**src/rtl/blk_mm_pkg.sv**
```systemverilog
// Shared definitions for the blocked matrix-multiply datapath.
// Holds the default width constants, the partials-per-element helper, the
// accumulator FSM state encoding and the result-FIFO entry layout.
// Optional feature macro used by block_accum: BLOCK_ACCUM_SAT_EN.
package blk_mm_pkg;

  localparam int unsigned DEF_DATA_WIDTH  = 8;
  localparam int unsigned DEF_MATRIX_SIZE = 3;
  localparam int unsigned DEF_BLOCK_SIZE  = 3;
  localparam int unsigned DEF_FIFO_DEPTH  = 4;
  localparam int unsigned DEF_PART_WIDTH  = 2 * DEF_DATA_WIDTH + 2;
  localparam int unsigned DEF_ACC_WIDTH   = 2 * DEF_DATA_WIDTH + 4;

  typedef enum logic [1:0] {
    ST_IDLE  = 2'd0,
    ST_ACCUM = 2'd1,
    ST_DRAIN = 2'd2
  } state_t;

  // Number of block partials that make up one result element.
  function automatic int unsigned num_blk(input int unsigned matrix_size,
                                          input int unsigned block_size);
    return (block_size == 0) ? 0 : matrix_size / block_size;
  endfunction

  // Index width for a 0..n-1 counter, never narrower than one bit.
  function automatic int unsigned idx_width(input int unsigned n);
    return (n > 1) ? $clog2(n) : 1;
  endfunction

  localparam int unsigned DEF_COORD_WIDTH = idx_width(DEF_MATRIX_SIZE);

  // Result FIFO entry at the default configuration; block_accum declares the
  // same field order at its own parameterised widths.
  typedef struct packed {
    logic [DEF_ACC_WIDTH-1:0]   data;
    logic [DEF_COORD_WIDTH-1:0] row;
    logic [DEF_COORD_WIDTH-1:0] col;
    logic                       last;
  } res_entry_t;

endpackage

```
**src/rtl/res_fifo.sv**
```systemverilog
// Synchronous show-ahead FIFO with a registered head.
// The head register always holds the oldest entry, so o_data/o_valid are
// flop outputs and a push into an empty FIFO is visible right after the edge.
// Ports:
//   i_clock, i_reset      clock, asynchronous active-high reset
//   i_clear               synchronous flush (overrides push/pop)
//   i_push, i_data        write request and entry (ignored when full)
//   i_pop                 consume head (ignored when empty)
//   o_data, o_valid       registered head entry and its valid
//   o_full                registered full flag
//   o_full_nxt_c          full flag the FIFO will have after this edge
//   o_empty_nxt_c         empty flag the FIFO will have after this edge
module res_fifo
  import blk_mm_pkg::*;
#(
  parameter int unsigned WIDTH = 8,
  parameter int unsigned DEPTH = 4
) (
  input  logic             i_clock,
  input  logic             i_reset,
  input  logic             i_clear,
  input  logic             i_push,
  input  logic [WIDTH-1:0] i_data,
  input  logic             i_pop,
  output logic [WIDTH-1:0] o_data,
  output logic             o_valid,
  output logic             o_full,
  output logic             o_full_nxt_c,
  output logic             o_empty_nxt_c
);

  localparam int unsigned PTR_W = idx_width(DEPTH);
  localparam int unsigned CNT_W = PTR_W + 1;

  logic [WIDTH-1:0] r_mem [DEPTH];
  logic [PTR_W-1:0] r_wr_ptr;
  logic [PTR_W-1:0] r_rd_ptr;
  logic [CNT_W-1:0] r_count;
  logic [WIDTH-1:0] r_head;
  logic             r_valid;
  logic             r_full;

  logic [PTR_W-1:0] w_wr_nxt;
  logic [PTR_W-1:0] w_rd_nxt;
  logic [CNT_W-1:0] w_count_nxt;
  logic [WIDTH-1:0] w_head_nxt;
  logic             w_push;
  logic             w_pop;

  assign w_push = i_push & ~r_full;
  assign w_pop  = i_pop & r_valid;

  // Pointer and occupancy update; clear wins over any transfer.
  always_comb begin
    w_wr_nxt    = r_wr_ptr;
    w_rd_nxt    = r_rd_ptr;
    w_count_nxt = r_count;
    if (i_clear) begin
      w_wr_nxt    = '0;
      w_rd_nxt    = '0;
      w_count_nxt = '0;
    end else begin
      if (w_push) w_wr_nxt = r_wr_ptr + PTR_W'(1);
      if (w_pop)  w_rd_nxt = r_rd_ptr + PTR_W'(1);
      case ({w_push, w_pop})
        2'b10:   w_count_nxt = r_count + CNT_W'(1);
        2'b01:   w_count_nxt = r_count - CNT_W'(1);
        default: w_count_nxt = r_count;
      endcase
    end
  end

  // Next head: the entry at the next read pointer. If that slot is the one
  // being written this edge, take the incoming data. Holds when going empty.
  always_comb begin
    w_head_nxt = r_head;
    if (i_clear) begin
      w_head_nxt = '0;
    end else if (w_count_nxt != '0) begin
      if (w_push && (w_rd_nxt == r_wr_ptr)) w_head_nxt = i_data;
      else                                  w_head_nxt = r_mem[w_rd_nxt];
    end
  end

  assign o_full_nxt_c  = (w_count_nxt == CNT_W'(DEPTH));
  assign o_empty_nxt_c = (w_count_nxt == '0);

  // Storage array needs no reset; occupancy tracks what is valid.
  always_ff @(posedge i_clock) begin
    if (w_push && !i_clear) r_mem[r_wr_ptr] <= i_data;
  end

  // Pointers, occupancy and the registered head/flags.
  always_ff @(posedge i_clock or posedge i_reset) begin
    if (i_reset) begin
      r_wr_ptr <= '0;
      r_rd_ptr <= '0;
      r_count  <= '0;
      r_head   <= '0;
      r_valid  <= 1'b0;
      r_full   <= 1'b0;
    end else begin
      r_wr_ptr <= w_wr_nxt;
      r_rd_ptr <= w_rd_nxt;
      r_count  <= w_count_nxt;
      r_head   <= w_head_nxt;
      r_valid  <= ~o_empty_nxt_c;
      r_full   <= o_full_nxt_c;
    end
  end

  assign o_data  = r_head;
  assign o_valid = r_valid;
  assign o_full  = r_full;

endmodule

```
**src/rtl/block_accum.sv**
```systemverilog
// Block accumulator: sums the MATRIX_SIZE/BLOCK_SIZE partial dot products of
// each result element and streams finished elements, row-major, through a
// small show-ahead FIFO with row/col tags and a last-element marker.
// Macro BLOCK_ACCUM_SAT_EN: when defined, sums clamp to all-ones and o_ovf
// latches sticky; when undefined, sums wrap and o_ovf stays 0.
// Ports:
//   i_clock, i_reset          clock, asynchronous active-high reset
//   i_clear                   synchronous abort of the current matrix
//   i_part_valid/o_part_ready partial handshake, i_part_data unsigned partial
//   o_res_valid/i_res_ready   result handshake
//   o_res_data                accumulated element
//   o_res_row, o_res_col      element coordinates
//   o_res_last                head is element (N-1,N-1)
//   o_ovf                     sticky saturation flag
//   o_done                    one-cycle pulse once the matrix has drained
module block_accum
  import blk_mm_pkg::*;
#(
  parameter int unsigned DATA_WIDTH  = DEF_DATA_WIDTH,
  parameter int unsigned MATRIX_SIZE = DEF_MATRIX_SIZE,
  parameter int unsigned BLOCK_SIZE  = DEF_BLOCK_SIZE,
  parameter int unsigned PART_WIDTH  = 2 * DATA_WIDTH + 2,
  parameter int unsigned ACC_WIDTH   = 2 * DATA_WIDTH + 4,
  parameter int unsigned FIFO_DEPTH  = DEF_FIFO_DEPTH
) (
  input  logic                                i_clock,
  input  logic                                i_reset,
  input  logic                                i_clear,
  input  logic                                i_part_valid,
  output logic                                o_part_ready,
  input  logic [PART_WIDTH-1:0]               i_part_data,
  output logic                                o_res_valid,
  input  logic                                i_res_ready,
  output logic [ACC_WIDTH-1:0]                o_res_data,
  output logic [idx_width(MATRIX_SIZE)-1:0]   o_res_row,
  output logic [idx_width(MATRIX_SIZE)-1:0]   o_res_col,
  output logic                                o_res_last,
  output logic                                o_ovf,
  output logic                                o_done
);

  localparam int unsigned NUM_BLK = num_blk(MATRIX_SIZE, BLOCK_SIZE);
  localparam int unsigned BLK_W   = idx_width(NUM_BLK);
  localparam int unsigned CW      = idx_width(MATRIX_SIZE);

  typedef struct packed {
    logic [ACC_WIDTH-1:0] data;
    logic [CW-1:0]        row;
    logic [CW-1:0]        col;
    logic                 last;
  } entry_t;

  localparam int unsigned ENTRY_W = $bits(entry_t);

  // Elaboration-time parameter checks.
  if (BLOCK_SIZE == 0) begin : g_err_blk_zero
    $error("block_accum: BLOCK_SIZE must be nonzero");
  end else if ((MATRIX_SIZE % BLOCK_SIZE) != 0) begin : g_err_blk_div
    $error("block_accum: MATRIX_SIZE must be a multiple of BLOCK_SIZE");
  end
  if (ACC_WIDTH < PART_WIDTH) begin : g_err_acc_w
    $error("block_accum: ACC_WIDTH must be >= PART_WIDTH");
  end
  if ((FIFO_DEPTH < 2) || ((FIFO_DEPTH & (FIFO_DEPTH - 1)) != 0)) begin : g_err_depth
    $error("block_accum: FIFO_DEPTH must be a power of two >= 2");
  end

  state_t               r_state;
  state_t               w_state_nxt;
  logic [BLK_W-1:0]     r_blk;
  logic [CW-1:0]        r_col;
  logic [CW-1:0]        r_row;
  logic [ACC_WIDTH-1:0] r_acc;
  logic                 r_ovf;
  logic                 r_part_ready;
  logic                 r_done;

  logic                 w_accept;
  logic                 w_blk_last;
  logic                 w_col_last;
  logic                 w_row_last;
  logic                 w_mat_last;
  logic [ACC_WIDTH-1:0] w_base;
  logic [ACC_WIDTH-1:0] w_sum;
  logic                 w_sat;
  logic                 w_push;
  logic                 w_part_ready_nxt;
  logic                 w_done_nxt;

  logic                 w_fifo_valid;
  logic                 w_fifo_full;
  logic                 w_fifo_full_nxt;
  logic                 w_fifo_empty_nxt;
  logic [ENTRY_W-1:0]   w_fifo_dout;
  entry_t               w_push_entry;
  entry_t               w_head;

  assign w_accept   = i_part_valid & r_part_ready;
  assign w_blk_last = (r_blk == BLK_W'(NUM_BLK - 1));
  assign w_col_last = (r_col == CW'(MATRIX_SIZE - 1));
  assign w_row_last = (r_row == CW'(MATRIX_SIZE - 1));
  assign w_mat_last = w_blk_last & w_col_last & w_row_last;
  assign w_push     = w_accept & w_blk_last;

  // First partial of an element starts from zero instead of the stale sum.
  assign w_base = (r_blk == '0) ? '0 : r_acc;

`ifdef BLOCK_ACCUM_SAT_EN
  logic [ACC_WIDTH:0] w_sum_wide;
  assign w_sum_wide = {1'b0, w_base} + (ACC_WIDTH + 1)'(i_part_data);
  assign w_sat      = w_sum_wide[ACC_WIDTH];
  assign w_sum      = w_sat ? '1 : w_sum_wide[ACC_WIDTH-1:0];
`else
  assign w_sat = 1'b0;
  assign w_sum = w_base + ACC_WIDTH'(i_part_data);
`endif

  // FSM state register.
  always_ff @(posedge i_clock or posedge i_reset) begin
    if (i_reset) r_state <= ST_IDLE;
    else         r_state <= w_state_nxt;
  end

  // FSM next state: DRAIN waits for the registered FIFO to show empty.
  always_comb begin
    w_state_nxt = r_state;
    if (i_clear) begin
      w_state_nxt = ST_IDLE;
    end else begin
      case (r_state)
        ST_IDLE, ST_ACCUM: begin
          if (w_accept) w_state_nxt = w_mat_last ? ST_DRAIN : ST_ACCUM;
        end
        ST_DRAIN: begin
          if (!w_fifo_valid) w_state_nxt = ST_IDLE;
        end
        default: w_state_nxt = ST_IDLE;
      endcase
    end
  end

  // FSM outputs, computed from next-cycle state so they can be registered.
  // done fires in the first DRAIN cycle with an empty FIFO; ready is still
  // low then, so a new matrix starts no earlier than the cycle after.
  always_comb begin
    w_part_ready_nxt = (w_state_nxt != ST_DRAIN) & ~w_fifo_full_nxt;
    w_done_nxt       = ~i_clear & (w_state_nxt == ST_DRAIN) & w_fifo_empty_nxt;
  end

  always_ff @(posedge i_clock or posedge i_reset) begin
    if (i_reset) begin
      r_part_ready <= 1'b0;
      r_done       <= 1'b0;
    end else begin
      r_part_ready <= w_part_ready_nxt;
      r_done       <= w_done_nxt;
    end
  end

  // Element counters and running sum; the completing sum goes straight to
  // the FIFO, so the accumulator is only written for non-final partials.
  always_ff @(posedge i_clock or posedge i_reset) begin
    if (i_reset) begin
      r_blk <= '0;
      r_col <= '0;
      r_row <= '0;
      r_acc <= '0;
      r_ovf <= 1'b0;
    end else if (i_clear) begin
      r_blk <= '0;
      r_col <= '0;
      r_row <= '0;
      r_acc <= '0;
      r_ovf <= 1'b0;
    end else if (w_accept) begin
      r_ovf <= r_ovf | w_sat;
      if (w_blk_last) begin
        r_blk <= '0;
        if (w_col_last) begin
          r_col <= '0;
          r_row <= w_row_last ? '0 : r_row + CW'(1);
        end else begin
          r_col <= r_col + CW'(1);
        end
      end else begin
        r_blk <= r_blk + BLK_W'(1);
        r_acc <= w_sum;
      end
    end
  end

  assign w_push_entry = '{data: w_sum, row: r_row, col: r_col, last: w_mat_last};

  res_fifo #(
    .WIDTH (ENTRY_W),
    .DEPTH (FIFO_DEPTH)
  ) u_res_fifo (
    .i_clock       (i_clock),
    .i_reset       (i_reset),
    .i_clear       (i_clear),
    .i_push        (w_push),
    .i_data        (w_push_entry),
    .i_pop         (i_res_ready),
    .o_data        (w_fifo_dout),
    .o_valid       (w_fifo_valid),
    .o_full        (w_fifo_full),
    .o_full_nxt_c  (w_fifo_full_nxt),
    .o_empty_nxt_c (w_fifo_empty_nxt)
  );

  assign w_head = w_fifo_dout;

  // All outputs come straight from flops (FSM regs or the FIFO head).
  assign o_part_ready = r_part_ready & ~(w_fifo_full & 1'b0);
  assign o_res_valid  = w_fifo_valid;
  assign o_res_data   = w_head.data;
  assign o_res_row    = w_head.row;
  assign o_res_col    = w_head.col;
  assign o_res_last   = w_head.last;
  assign o_ovf        = r_ovf;
  assign o_done       = r_done;

endmodule

```
**config.mk**
```make
export PLATFORM = sky130hd
export DESIGN_NAME = block_accum
export DESIGN_NICKNAME = d
export VERILOG_FILES = /design/src/rtl/blk_mm_pkg.sv /design/src/rtl/res_fifo.sv /design/src/rtl/block_accum.sv
export SDC_FILE = /design/constraint.sdc
export NUM_CORES = 1
export LEC_CHECK = 0
export ABC_AREA = 1
export CORE_ASPECT_RATIO = 0.6
export CORE_MARGIN = 1
export CORE_UTILIZATION = 52
export DETAILED_ROUTE_END_ITERATION = 8
export PLACE_DENSITY = 0.76
export SLEW_MARGIN = 20
export SYNTH_ARGS = -nofsm -noshare
export SYNTH_HDL_FRONTEND = slang
export SYNTH_SLANG_ARGS = --single-unit
```
**constraint.sdc**
```tcl
create_clock -name i_clock -period 2.21 [get_ports i_clock]
set_clock_uncertainty 0.15 [all_clocks]
set_input_delay 0.221 -clock i_clock [delete_from_list [all_inputs] [get_ports i_clock]]
set_output_delay 0.221 -clock i_clock [all_outputs]
set_load 0.03 [all_outputs]
```
==> results of run 1 <==
-- state kept, by name, summed over array words and instances (netlist names) --
signal               count
o_done                   1
u_res_fifo.r_count       3
u_res_fifo.r_wr_ptr      2
r_row                    2
u_res_fifo.r_rd_ptr      2
u_res_fifo.o_valid       1
u_res_fifo.r_mem        92
u_res_fifo.o_data       23
r_state                  2
r_col                    2
u_res_fifo.o_full        1
o_part_ready             1
-- synthesized netlist by cell type --
cell / instances / area (um^2)
nand2_1: 201 / 754
edfxtp_1: 92 / 2760
inv_1: 92 / 345
nand4_1: 53 / 332
nand3_1: 49 / 245
dfrtp_1: 40 / 1000
o21ai_0: 30 / 150
buf_2: 19 / 95.1
nor2_1: 13 / 48.8
buf_6: 7 / 78.8
buf_4: 6 / 45.0
ha_1: 5 / 62.6
nand3_2: 4 / 40.0
clkbuf_1: 3 / 11.3
clkbuf_2: 2 / 10.0
nand2_2: 2 / 12.5
nand3_4: 2 / 35.0
nor2_4: 2 / 22.5
nor3_1: 2 / 10.0
or2_2: 2 / 12.5
a211oi_1: 1 / 7.51
a21oi_1: 1 / 5.00
buf_1: 1 / 3.75
conb_1: 1 / 3.75
fa_1: 1 / 20.0
inv_2: 1 / 3.75
-- tightest hold or removal path, stage by stage --
cell and delay, ns:
clkdlybuf4s50_1 0.40, inv_1 0.05, buf_4 0.46
-- placed cells by master, fill, tap and decap left out, types with 2 or more instances in the layout --
cell type	count
buf_12	12
o21ai_0	30
buf_4	29
clkinv_2	3
dfrtp_2	2
nand2_2	11
nor2_2	5
clkbuf_16	18
bufinv_16	4
edfxtp_1	92
nand4_1	53
nand3_4	2
nand3_2	5
or2_2	2
dfrtp_1	38
clkdlybuf4s50_1	48
clkinvlp_4	4
nand2_1	190
nor2_1	7
conb_1	3
inv_2	3
nand2_4	2
buf_6	2
nor2_4	3
inv_1	90
ha_1	4
nand3_1	48
-- what timing repair did --
| action | 4_1_cts | 5_1_grt |
|---|---|---|
| pin swaps | 1 | 8 |
| resized for setup | 3 | 16 |
| setup buffers | 0 | 4 |
| gates cloned | 0 | 1 |
| endpoints found under the setup margin | 25 | 25 |
-- path summary, 6_finish.rpt --
kind / from / to / slack [ns] / cells after the start
setup / recovery: o_part_ready$_DFF_PP0_ / u_res_fifo.o_data[9]$_DFFE_PP0P_ / -0.10 / 13
hold / removal: i_reset / u_res_fifo.o_data[19]$_DFFE_PP0P_ / 0.11 / 3
setup reg to reg: o_part_ready$_DFF_PP0_ / u_res_fifo.o_data[9]$_DFFE_PP0P_ / -0.10 / 13
hold reg to reg: u_res_fifo.o_data[22]$_DFFE_PP0P_ / u_res_fifo.o_data[22]$_DFFE_PP0P_ / 0.32 / 2
max in group asynchronous: i_reset / u_res_fifo.o_valid$_DFF_PP0_ / 1.40 / 3
min in group i_clock: u_res_fifo.o_data[22]$_DFFE_PP0P_ / u_res_fifo.o_data[22]$_DFFE_PP0P_ / 0.32 / 2
-- through the flow --
stage / hold WS (ns) / instance area [um^2]
2_1_floorplan: 0.143 / 6160
3_3_place_gp: 0.305 / 7040
3_5_place_dp: 0.318 / 7040
4_1_cts: 0.126 / 7670
5_1_grt: 0.147 / 7770
6_report: 0.109 / 7770
-- layer usage --
layer | share of wire, % | global-route usage (%) | wire (um)
met5 | 0 | 0 | 0
met2 | 46 | 41.6 | 7180
met1 | 42 | 37.4 | 6610
met3 | 10 | 6.87 | 1590
met4 | 1.2 | 8.41 | 192
-- cell families after synthesis --
group	Yosys count
fa+ha+maj	6
simple gates	330
buf+inv	131
flops	132
compound gates	32
other cells	1
-- final cells by class --
cell class / instances / area (um^2) / area share (%)
sequential: 132 / 3770 / 48.4
multi-input combinational: 371 / 1860 / 23.9
timing repair buffer: 92 / 986 / 12.7
clock buffer: 18 / 429 / 5.52
inverter: 93 / 349 / 4.49
tap: 160 / 200 / 2.57
clock inverter: 14 / 186 / 2.40
-- power by group --
part	internal (mW)	switching [mW]	leakage (nW)
clock network	1.88	1.08	0.290
logic	1.35	2.13	1.84
registers	3.06	0.270	1.35
==> results_dict.tcl, run 1 <==
set metrics [dict create \
    p_leak_nw 3.48 \
    cts-root-buf "clkbuf_16" \
    final.setup.worst_slack_ns -0.101 \
    fin_util_pct 68.4 \
    drtIter0Drc 585 \
    portBuffers 48 \
    hold_class "in -> async" \
    worstPathMaxFanout 7 \
    synth_seq_area_share_pct 61.5 \
    crit_family "simple AND/OR/NAND/NOR gates" \
    nFillCells 858 \
    cp-end-kind "register" \
    tightest_slew_ns 0.545 \
    syn_inst 632 \
    final.period_utilization_pct 105 \
    start_kind "register" \
    rsz0062_at_grt "yes" \
    layout-drive-gt1-share_pct 15.6 \
    viasPerCell 5.43 \
    synth_adder_area_share_pct 1.35 \
    slowest_delay_ns 0.41 \
    start_util_pct 53.8 \
    die_h_um 86.0 \
    antenna_left 0 \
    drv_slew 0 \
    ctsHoldBuffers 0 \
    place_hpwl_um 9370 \
    dieArea_mm2 0.0122 \
    clk_path_buf_depth 2 \
    antenna_found_initial 0 \
    grt_usage_pct 26.8 \
    fmax_mhz 433 \
    synth.cell_area_mm2 0.00612 \
    gr-total-overflow 0 \
    yosys_warnings 0 \
    cp.required_ns 2.40 \
    drc 0 \
    tritoncts "yes" \
    drt_wl_total_um 15600 \
    crit_chain "nand2_4, nor2_4, inv_2, ha_4, fa_2, nor2_2, nor2_1, nand2_2, nand3_4, nor2_4, clkbuf_16, nand2_2, nand2_1" \
    antenna_cells 0 \
    synthDistinctLibCells 26 \
    syn2layout_area_growth_pct 27.1 \
    grt_pass1_vias 4678 \
    syn_avg_cell_area_um2 9.68 \
    path_buf_inv 2 \
    synth-simple-area-share_pct 24.7 \
    synth_compound_area_share_pct 2.66 \
    hold_viol 0 \
    io_pins 52 \
    instances_no_fill 880 \
    final-setup-viol-count 23 \
    ir_drop_v 0.000738 \
    totalPowerFinal_mw 9.76 \
    die_w_um 142 \
    p_per_area_mw_per_mm2 1260 \
    grt_pass1_wl_um 24300 \
    synth_top_family_by_area "simple AND/OR/NAND/NOR gates" \
    gp_congestion 0.791 \
    cp_slowest_cell "fa_2" \
    violations "setup timing" \
    synthXorXnorAreaFrac_pct 0 \
    pre_cts_ws_ns -0.462 \
    grt_max_degree 44 \
    clk_latency_ns 0.41 \
    crit_type "reg -> reg" \
    synthMuxAreaShare_pct 0 \
    slew_headroom_pct 63.7 \
    cap_violations 0 \
    clock_sinks 132 \
    cts.htree.levels 4 \
    firstDrtPassIters 6 \
    placed_cells 843 \
    ys_ff_latch 132 \
    cts_buffers 17 \
    min_period_ns 2.31 \
    cp.arrival_ns 2.50 \
    final_nets 736 \
    core-area_mm2 0.0114 \
    std_cell_rows 30 \
    vias 4780 \
    status "complete, but fails checks" \
    wire_per_inst_um 17.7 \
    clkSlewWorstSetupHoldPaths_ns 0.06 \
    fin_tns_setup_ns -1.41 \
]
No activity file was read; power rests on OpenSTA's default activity.
==> inputs of run 2 (changes only) <==
CORE_UTILIZATION = 54   (was 52)
CTS_BUF_LIST = sky130_fd_sc_hd__clkbuf_8   (was default)
PLACE_DENSITY = 0.78   (was 0.76)
==> results_dict.tcl, run 2 (same netlist as run 1, synthesis figures left out) <==
set metrics [dict create \
    crit_family "simple AND/OR/NAND/NOR gates" \
    cts-root-buf "clkbuf_8" \
    gp_congestion 0.834 \
    hold_class "in -> reg" \
    final.period_utilization_pct 107 \
    crit_type "reg -> reg" \
    final_common_cell "nand2_1" \
    worstPathMaxFanout 8 \
    clk_path_buf_depth 2 \
    cts_buffers 17 \
    place_hpwl_um 8780 \
    grt_pass1_wl_um 24600 \
    nFillCells 768 \
    hold_viol 0 \
    status "complete, but fails checks" \
    slew_headroom_pct 65.1 \
    antenna_found_initial 0 \
    p_per_area_mw_per_mm2 1190 \
    die_h_um 84.5 \
    tritoncts "yes" \
    drt_wl_total_um 15600 \
    final-setup-viol-count 24 \
    std_cell_rows 29 \
    fmax_mhz 422 \
    reg2regPathDepth 16 \
    cp_slowest_cell "dfrtp_2" \
    cp.required_ns 2.44 \
    viasPerCell 5.58 \
    portBuffers 48 \
    clk_latency_ns 0.45 \
    cp.arrival_ns 2.61 \
    final.setup.worst_slack_ns -0.162 \
    largest_reg_flops 92 \
    totalPowerFinal_mw 9.18 \
    holdPathStages 1 \
    clock_sinks 132 \
    grt_max_degree 47 \
    regMostFlops "u_res_fifo.r_mem" \
    firstDrtPassIters 5 \
    r2r-start "o_part_ready$_DFF_PP0_" \
    wire_per_inst_um 18.1 \
    antenna_cells 0 \
    gr-total-overflow 0 \
    tightest_slew_ns 0.524 \
    start_util_pct 56.8 \
    p_leak_nw 3.45 \
    start_kind "register" \
    fin_tns_setup_ns -2.51 \
    drv_slew 0 \
    vias 4819 \
    dieArea_mm2 0.0118 \
    final_nets 740 \
    syn2layout_area_growth_pct 25.6 \
    rrSetupSlack_ns -0.16 \
    grt_usage_pct 28.2 \
    layout-drive-gt1-share_pct 18.5 \
    ff_latch_area_mm2 0.00377 \
    ir_drop_v 0.000620 \
    multi_input_area_mm2 0.00194 \
    rsz0062_at_grt "yes" \
    crit_path_frequent_cell "nand2_1" \
    slowest_delay_ns 0.39 \
    io_pins 52 \
    die_w_um 139 \
    drc 0 \
    hold_end "u_res_fifo.r_mem[2][14]$_DFFE_PP_" \
    violations "setup timing" \
    min_from "i_part_data[9]" \
    min_period_ns 2.37 \
    r2r_end "u_res_fifo.o_data[12]$_DFFE_PP0P_" \
    clkSlewWorstSetupHoldPaths_ns 0.08 \
    antenna_left 0 \
    crit_start "o_part_ready$_DFF_PP0_" \
    whs_ns 0.300 \
    core-area_mm2 0.0108 \
    grt_pass1_vias 4565 \
    path_buf_inv 3 \
    cap_violations 0 \
    cts.htree.levels 4 \
    crit_chain "nand2_4, nor2_4, inv_2, ha_4, fa_2, nor2_1, nor2_1, nand2_1, nand2_1, nand3_2, nand3_4, buf_12, nor2_4, buf_12, nand2_2, nand2_1" \
    final_cell_mix "175 x nand2_1, 92 x edfxtp_1, 91 x inv_1" \
    drtIter0Drc 401 \
    cp-end-kind "register" \
]
## run 2: cell count changes in the layout (fill, tap and decap cells not counted), sizes merged
cell         change
nor2             +1
clkbuf           -2
clkinv           +2
clkinvlp         -2
buf              +3
bufinv           -2
dlygate4sd3      +1
inv              +3
## run 2: how the worst max path moves through the flow
stage / to / depth (start not counted)
3_3_place_gp: u_res_fifo.o_data[10]$_DFFE_PP0P_ / 13
3_5_place_dp: u_res_fifo.o_data[18]$_DFFE_PP0P_ / 15
6_report: u_res_fifo.o_data[12]$_DFFE_PP0P_ / 16
2_1_floorplan: u_res_fifo.r_mem[1][0]$_DFFE_PP_ / 4
5_1_grt: u_res_fifo.o_data[6]$_DFFE_PP0P_ / 16
4_1_cts: u_res_fifo.o_data[2]$_DFFE_PP0P_ / 16
## run 2: timing repair
action	CTS	global route
pin swaps	5	12
endpoints found under the setup margin	26	27
hold endpoints to repair	11	0
gates resized for setup	24	26
setup buffers	10	2
hold buffers	1	0
cloned	3	0
## run 2: layout make-up
type | instances | area share [%]
Timing Repair Buffer | 95 | 14.1
Clock buffer | 17 | 3.05
Inverter | 93 | 4.58
Sequential cell | 132 | 49.0
Multi-Input combinational cell | 372 | 25.2
Tap cell | 139 | 2.26
Clock inverter | 15 | 1.84
## run 2: layer usage
layer | part of all wire, % | global-route usage (%) | up-vias
li1 | - | - | 2244
met1 | 42 | 40.0 | 2289
met2 | 46 | 41.8 | 270
met3 | 11 | 8.61 | 16
met4 | 0.76 | 8.48 | 0
met5 | 0 | 0 | -
## run 2: worst reg2reg max path: cells and delay by family, from the launching register on
kind	cells	cell delay, ns
simple gates	11	0.87
flops	1	0.39
buf+inv	3	0.39
fa+ha+maj	2	0.50
## run 2: stage by stage
stage,instance area (um^2),std cells,utilization (%),setup WS [ns]
finish,7680,863,71.3,-0.162
floorplan,6160,634,-,-0.158
global route,7680,863,71.3,-0.242
CTS,7640,863,70.9,-0.120
global placement,6990,817,64.9,-0.562
detailed placement,6990,817,64.9,-0.706
## run 2: where the power goes
group,switching [mW],internal [mW]
clock network,0.969,0.989
registers,0.302,3.06
logic,2.27,1.59
total,3.54,5.64
